## config.mk

```make
export PLATFORM = sky130hd
export DESIGN_NAME = mips_mem_arbiter
export DESIGN_NICKNAME = d
export VERILOG_FILES = /design/src/rtl/mips_mem_arb_pkg.sv /design/src/rtl/mips_mem_arb_pick.sv /design/src/rtl/mips_mem_arbiter.sv
export SDC_FILE = /design/constraint.sdc
export NUM_CORES = 1
export LEC_CHECK = 0
export CAP_MARGIN = 20
export CORE_MARGIN = 5
export CORE_UTILIZATION = 42
export DETAILED_ROUTE_END_ITERATION = 12
export GPL_TIMING_DRIVEN = 0
export PLACE_DENSITY_LB_ADDON = 0.1
export SLEW_MARGIN = 25
export SYNTH_ARGS = -nofsm -noshare
export SYNTH_HDL_FRONTEND = slang
export SYNTH_HIERARCHICAL = 1
export SYNTH_SLANG_ARGS = --single-unit
```

## constraint.sdc

```tcl
create_clock -name clk -period 1.94 [get_ports clk]
set_input_delay 0.388 -clock clk [delete_from_list [all_inputs] [get_ports clk]]
set_output_delay 0.388 -clock clk [all_outputs]
set_load 0.03 [all_outputs]
```

## src/rtl/mips_mem_arb_pkg.sv

```systemverilog
// ============================================================================
// Module  : mips_mem_arb_pkg
// Purpose : Shared types and constants for the MIPS memory-port arbiter.
// Revision: 1.0 - initial release
// ============================================================================
`default_nettype none

package mips_mem_arb_pkg;

   // Transfer sequencing states
   typedef enum logic [1:0] {
      IDLE = 2'd0,
      BUS  = 2'd1,
      ACK  = 2'd2
   } arb_state_t;

   // Owner of the current or most recent bus transfer
   typedef enum logic {
      OWN_I = 1'b0,
      OWN_D = 1'b1
   } owner_t;

   // Byte enables used for every fetch; sliced to DW/8 at the point of use
   localparam logic [63:0] BE_ALL = '1;

endpackage : mips_mem_arb_pkg

`default_nettype wire

```

## src/rtl/mips_mem_arb_pick.sv

```systemverilog
// ============================================================================
// Module  : mips_mem_arb_pick
// Purpose : Combinational grant select between fetch (I) and data (D).
//           MEM_ARB_RR_EN defined   : round-robin on simultaneous requests.
//           MEM_ARB_RR_EN undefined : fixed priority, D beats I.
// Revision: 1.0 - initial release
// ============================================================================
`default_nettype none

module mips_mem_arb_pick
   import mips_mem_arb_pkg::*;
(
   input  logic   i_req_i,
   input  logic   d_req_i,
   input  owner_t last_i,
   output owner_t grant_o
);

`ifdef MEM_ARB_RR_EN
   // Lone request wins outright; on a tie the side not granted last wins
   always_comb begin
      grant_o = OWN_I;
      if (i_req_i && d_req_i) begin
         grant_o = (last_i == OWN_D) ? OWN_I : OWN_D;
      end else if (d_req_i) begin
         grant_o = OWN_D;
      end
   end
`else
   logic unused_last;
   assign unused_last = last_i;

   // D belongs to the older instruction, so it always wins a tie
   always_comb begin
      grant_o = OWN_I;
      if (d_req_i) begin
         grant_o = OWN_D;
      end
   end
`endif

endmodule : mips_mem_arb_pick

`default_nettype wire

```

## src/rtl/mips_mem_arbiter.sv

```systemverilog
// ============================================================================
// Module  : mips_mem_arbiter
// Purpose : Shares one Avalon-MM master port between instruction fetch and
//           data load/store. One transfer at a time: IDLE -> BUS -> ACK.
//           Arbitration mode selected by MEM_ARB_RR_EN (see mips_mem_arb_pick).
// Revision: 1.0 - initial release
// ============================================================================
`default_nettype none

module mips_mem_arbiter
   import mips_mem_arb_pkg::*;
#(
   parameter int AW = 32,
   parameter int DW = 32
) (
   input  logic            clk,
   input  logic            reset_n,
   // Instruction fetch side
   input  logic            i_req,
   input  logic [AW-1:0]   i_addr,
   output logic            i_ack,
   output logic [DW-1:0]   i_rdata,
   // Data load/store side
   input  logic            d_req,
   input  logic            d_we,
   input  logic [AW-1:0]   d_addr,
   input  logic [DW-1:0]   d_wdata,
   input  logic [DW/8-1:0] d_be,
   output logic            d_ack,
   output logic [DW-1:0]   d_rdata,
   // Avalon-MM master
   output logic [AW-1:0]   avm_address,
   output logic            avm_read,
   output logic            avm_write,
   output logic [DW-1:0]   avm_writedata,
   output logic [DW/8-1:0] avm_byteenable,
   input  logic            avm_waitrequest,
   input  logic [DW-1:0]   avm_readdata,
   // Status
   output logic            busy
);

   arb_state_t      state_q;
   owner_t          owner_q;
   owner_t          last_q;
   owner_t          grant_d;

   logic            i_ack_q;
   logic            d_ack_q;
   logic [DW-1:0]   i_rdata_q;
   logic [DW-1:0]   d_rdata_q;
   logic [AW-1:0]   avm_address_q;
   logic            avm_read_q;
   logic            avm_write_q;
   logic [DW-1:0]   avm_writedata_q;
   logic [DW/8-1:0] avm_byteenable_q;

   mips_mem_arb_pick u_pick (
      .i_req_i (i_req),
      .d_req_i (d_req),
      .last_i  (last_q),
      .grant_o (grant_d)
   );

   // Transfer sequencer: capture the winner in IDLE, hold the bus through
   // stalls, then pulse the owner's ack for a single cycle
   always_ff @(posedge clk or negedge reset_n) begin
      if (!reset_n) begin
         state_q          <= IDLE;
         owner_q          <= OWN_I;
         last_q           <= OWN_D;
         i_ack_q          <= 1'b0;
         d_ack_q          <= 1'b0;
         i_rdata_q        <= '0;
         d_rdata_q        <= '0;
         avm_address_q    <= '0;
         avm_read_q       <= 1'b0;
         avm_write_q      <= 1'b0;
         avm_writedata_q  <= '0;
         avm_byteenable_q <= '0;
      end else begin
         i_ack_q <= 1'b0;
         d_ack_q <= 1'b0;
         case (state_q)
            IDLE: begin
               if (i_req || d_req) begin
                  owner_q <= grant_d;
                  last_q  <= grant_d;
                  state_q <= BUS;
                  if (grant_d == OWN_D) begin
                     avm_address_q    <= d_addr;
                     avm_writedata_q  <= d_wdata;
                     avm_byteenable_q <= d_be;
                     avm_read_q       <= ~d_we;
                     avm_write_q      <= d_we;
                  end else begin
                     avm_address_q    <= i_addr;
                     avm_writedata_q  <= '0;
                     avm_byteenable_q <= BE_ALL[DW/8-1:0];
                     avm_read_q       <= 1'b1;
                     avm_write_q      <= 1'b0;
                  end
               end
            end
            BUS: begin
               if (!avm_waitrequest) begin
                  if (avm_read_q) begin
                     if (owner_q == OWN_D) begin
                        d_rdata_q <= avm_readdata;
                     end else begin
                        i_rdata_q <= avm_readdata;
                     end
                  end
                  avm_read_q  <= 1'b0;
                  avm_write_q <= 1'b0;
                  state_q     <= ACK;
                  if (owner_q == OWN_D) begin
                     d_ack_q <= 1'b1;
                  end else begin
                     i_ack_q <= 1'b1;
                  end
               end
            end
            ACK: begin
               state_q <= IDLE;
            end
            default: begin
               state_q <= IDLE;
            end
         endcase
      end
   end

   assign i_ack          = i_ack_q;
   assign d_ack          = d_ack_q;
   assign i_rdata        = i_rdata_q;
   assign d_rdata        = d_rdata_q;
   assign avm_address    = avm_address_q;
   assign avm_read       = avm_read_q;
   assign avm_write      = avm_write_q;
   assign avm_writedata  = avm_writedata_q;
   assign avm_byteenable = avm_byteenable_q;
   assign busy           = (state_q != IDLE);

endmodule : mips_mem_arbiter

`default_nettype wire

```

# == Word level (Yosys, flattened, before mapping) ==
# Index checks and enable logic that the tools add are counted.
# totals
regBits,139
wordCells,46
output_inout_bits,137
# classes
n_mux,20
n_bitwise,3
reduce_logical,9
eq_ne,3
# ops
operator,count
$mux W32,2
$mux W1,12
$reduce_and A4 Y1,2
$mux W2,2
$mux W4,1
$ne A2 B2 Y1 const B,2
$pmux W1 S2,2
$pmux W2 S2,1
$reduce_and A2 Y1,2
$reduce_bool A2 Y1,2
$not A1 Y1,3
$reduce_and A3 Y1,1
$eq A2 B1 Y1 const B,1
$logic_not A2 Y1,1
$logic_or A1 B1 Y1,1

# == Longest topological paths before layout ==
# depth
depth_word,4
mapped_depth,6

# == Hierarchy ==
# Netlist, hierarchy kept.
# by_module_without_submodules
mod,area_each_um2,instances,cells_per_inst,seq_area_each_um2
mips_mem_arbiter,5963.2,1,424,3504.6
mips_mem_arb_pick,7.5,1,1,0.0

# == Least setup slack after synthesis ==
# OpenSTA, ideal clock, no wires.
# synth_timing
path_type,input to register
start,input port d_req
end,"register avm_address_q[10], in the netlist avm_address[10]"
path_buffers,3
cell_stages,5
arrival_time_ns,1.579
path_slack_ns,0.237
t_required_ns,1.815
cell_sequence,buf_4 > buf_2 > clkbuf_1 > mux2_2 > mux2_2
# synth_between
elab_chain_cells,2
elab_cells_between_ends,4
classes_between,2 x mux; 2 x reduce/logical
# synth_lines
element,line_no,rtl
start: declaration,mips_mem_arbiter.sv:24,"input logic d_req,"
$mux W1 or $logic_or A1 B1 Y1 (tied branches),"mips_mem_arb_pick.sv:36, mips_mem_arbiter.sv:86",
$mux W32 or $reduce_and A2 Y1 (tied branches),-,
end signal: assignment,mips_mem_arbiter.sv:91,avm_address_q <= d_addr;
end signal: assignment,mips_mem_arbiter.sv:97,avm_address_q <= i_addr;
end: declaration,mips_mem_arbiter.sv:52,logic [AW-1:0] avm_address_q;
# Several ways; a longest one is shown, not always the timed one.
# A chain may end at the register's enable or synchronous reset.

# == Worst setup path after layout ==
# layout_timing
start,"register avm_address_q[0], in the netlist avm_address[0]"
end,output port avm_address[0]
# layout_rtl
element,line_no,rtl
end: declaration,mips_mem_arbiter.sv:32,"output logic [AW-1:0] avm_address,"
# No word-level cell between the ends.

==> summary.md <==
| Metric | Value |
|---|---|
| Area of the multi-input gates | 2266 sq um |
| Final Hold Vio Count | 0 |
| ANT nets after route | 0 |
| Post-Route WL | 16590 microns |
| CP max FO | 2 |
| Slew margin rel. | 61.80% |
| Fin crit period | 1.868 ns |
| Cell area after synthesis | 5933 sq um |
| Hold_sp | i_rdata[7] |
| Chip width | 128.9 microns |
| CTS tree | yes |
| Top delay family on crit path | buffers and inverters |
| Core area | 13880 sq um |
| Overflow after GRT | 0 |
| Layout cells sized above 1 | 25.65% |
| Measured slew at the worst slew-check pin | 0.5729 ns |
| Die area | 16600 sq um |
| Max Slew Vio Count | 0 |
| Synthesized net count | 561 |
| WP data arrival | 1.48 ns |
| Finish-stage setup viols | 0 |
| Gpl congestion | 0.8339 |
| Worst setup margin | 0.07185 ns |
| Leakage power | 4.080 nW |
| Largest net degree at the start of global routing | 77 |
| VDD IR max | 914.8 uV |
| CP max stage delay | 0.73 ns |
| Vias post-DR | 4500 |
| Area Growth Syn to Fin | 61.62% |
| Reg clk slew, reported paths | 0.06 ns |
| # H-tree levels | 4 |
| Initial Utilization | 42.74% |
| Mapped Cells | 423 |
| Vias in the first global route | 4824 |
| First-pass GRT wire length | 25900 microns |
| Root buffer cell | clkbuf_16 |
| Fmax achieved | 535.3 MHz |
| Die Height | 128.9 microns |
| Final core area utilization | 69.08% |
| Row cnt | 43 |
| Required @ worst endpoint | 1.55 ns |
| Initial antenna violation count | 0 |
| DRT Pass-1 Iters | 4 |
| RSZ-0062 raised after global routing | false |
| Top-Level Pins | 275 |
| Max Clock Skew | 0.008885 ns |
| Final cycle utilization of the critical path | 96.30% |
| Post-DP HPWL | 12730 microns |
| Worst hold path stage count | 1 |
| Status | complete, no violations |
| R2r setup slk | 0.08 ns |
| Buffers on Ports | 274 |
| R2R depth | 5 |
| Pwr Density | 1838 nW/um^2 |
| Crit path capture type | primary output |
| DRC Markers | 0 |
| Critical Path Slowest Stage Cell | clkdlybuf4s50_1 |
| Max-Cap Viols | 0 |
| Hold endpoint | i_rdata[7] |
| WP buf/inv | 1 |
| Worst-Skew Late Latency | 0.41 ns |
| Startpoint Class | register |
| Vias per std cell | 4.950 |
| Critical Path, Cell by Cell | clkdlybuf4s50_1 |
| Postcts setup bufs | 0 |
| Storage element area | 3478 sq um |
| Crit path kind | register to primary output |
| # clock sinks | 139 |
| Avg Inst Size Synth | 14.03 sq um |
| Clock buffer depth | 2 |
| Nets | 855 |
| Worst Hold Class | register to register |
| Fillers | 1006 |
| Post-Place Worst Slack | -0.5346 ns |
| N_diodes | 0 |
| Yosys warning count | 6 |
| DR WL/cell | 18.25 microns |
| Gr usage total | 19.98% |
| Inserted Clock Buffers | 17 |
| DRT iter0 DRCs | 123 |
| R2R Path End | avm_address[28] |
| Origin of the critical flop-to-flop path | state_q[0] |
==> what timing repair did <==
item	in CTS	in global routing
hold endpoints to repair	75	0
hold buffers	1	0
gates resized for setup	11	8
gates cloned	0	0
endpoints found under the setup margin	39	14
==> cells in the final DEF (no fill, tap or decap), types with 7 or more instances in the layout <==
cell type,count
clkbuf_1,16
nand2_1,33
o21ai_0,34
o31ai_1,32
clkbuf_16,17
mux2_2,101
clkdlybuf4s50_1,271
dfrtp_1,139
clkbuf_2,7
mux2_4,30
==> state kept, by name (all words and copies together), names as in the netlist <==
register	count
avm_address	32
avm_byteenable	4
avm_read	1
avm_write	1
avm_writedata	32
d_ack	1
d_rdata	32
i_ack	1
i_rdata	32
owner_q	1
state_q	2
==> per-layer routing <==
layer / up-vias / global-route usage [%] / share of wire, %
li1: 2110 / - / -
met2: 178 / 33.84 / 50
met1: 2183 / 23.74 / 39
met4: 0 / 6.424 / 2.0
met3: 29 / 7.223 / 9.1
met5: - / 0 / 0
==> report_power, final <==
part           internal (mW)  switching (mW)
sequential              4.35           0.762
clock                   2.31            1.19
combinational           4.15            4.85
==> final cells by class <==
cell class / instances / share of cell area (%)
Buffer: 33 / 1.970
Clock inverter: 10 / 1.983
Clock buffer: 21 / 4.697
Multi-Input combinational cell: 247 / 23.63
Inverter: 3 / 0.1174
Timing Repair Buffer: 276 / 28.98
Tap cell: 180 / 2.349
Sequential cell: 139 / 36.27
==> per-stage QoR <==
step / area [sq um] / hold slack (ns) / TNS (ns) / power, mW / cells
after floorplan: 5933 / 0.09241 / 0 / 10.22 / 423
after global placement: 8901 / 0.4714 / -722.93 / 14.08 / 877
after detailed placement: 8934 / 0.4107 / -42.25 / 14.24 / 878
after CTS: 9592 / 0.5062 / -0.04208 / 17.81 / 909
after global routing: 9589 / 0.5090 / 0 / 18.45 / 909
final: 9589 / 0.5004 / 0 / 17.62 / 909
==> worst max-delay path by stage <==
stage	startpoint	cells after the start	endpoint	slack [ns]
finish	avm_address[0]	1	avm_address[0]	0.07
global route	avm_address[31]	1	avm_address[31]	0.009
CTS	state_q[0]	3	busy	-0.04
detailed placement	d_req	6	avm_address[5]	-0.53
global placement	reset_n	1	avm_writedata[18]	-4.93
floorplan	d_req	5	avm_address[10]	0.24
(Power assumes the default switching activity.)
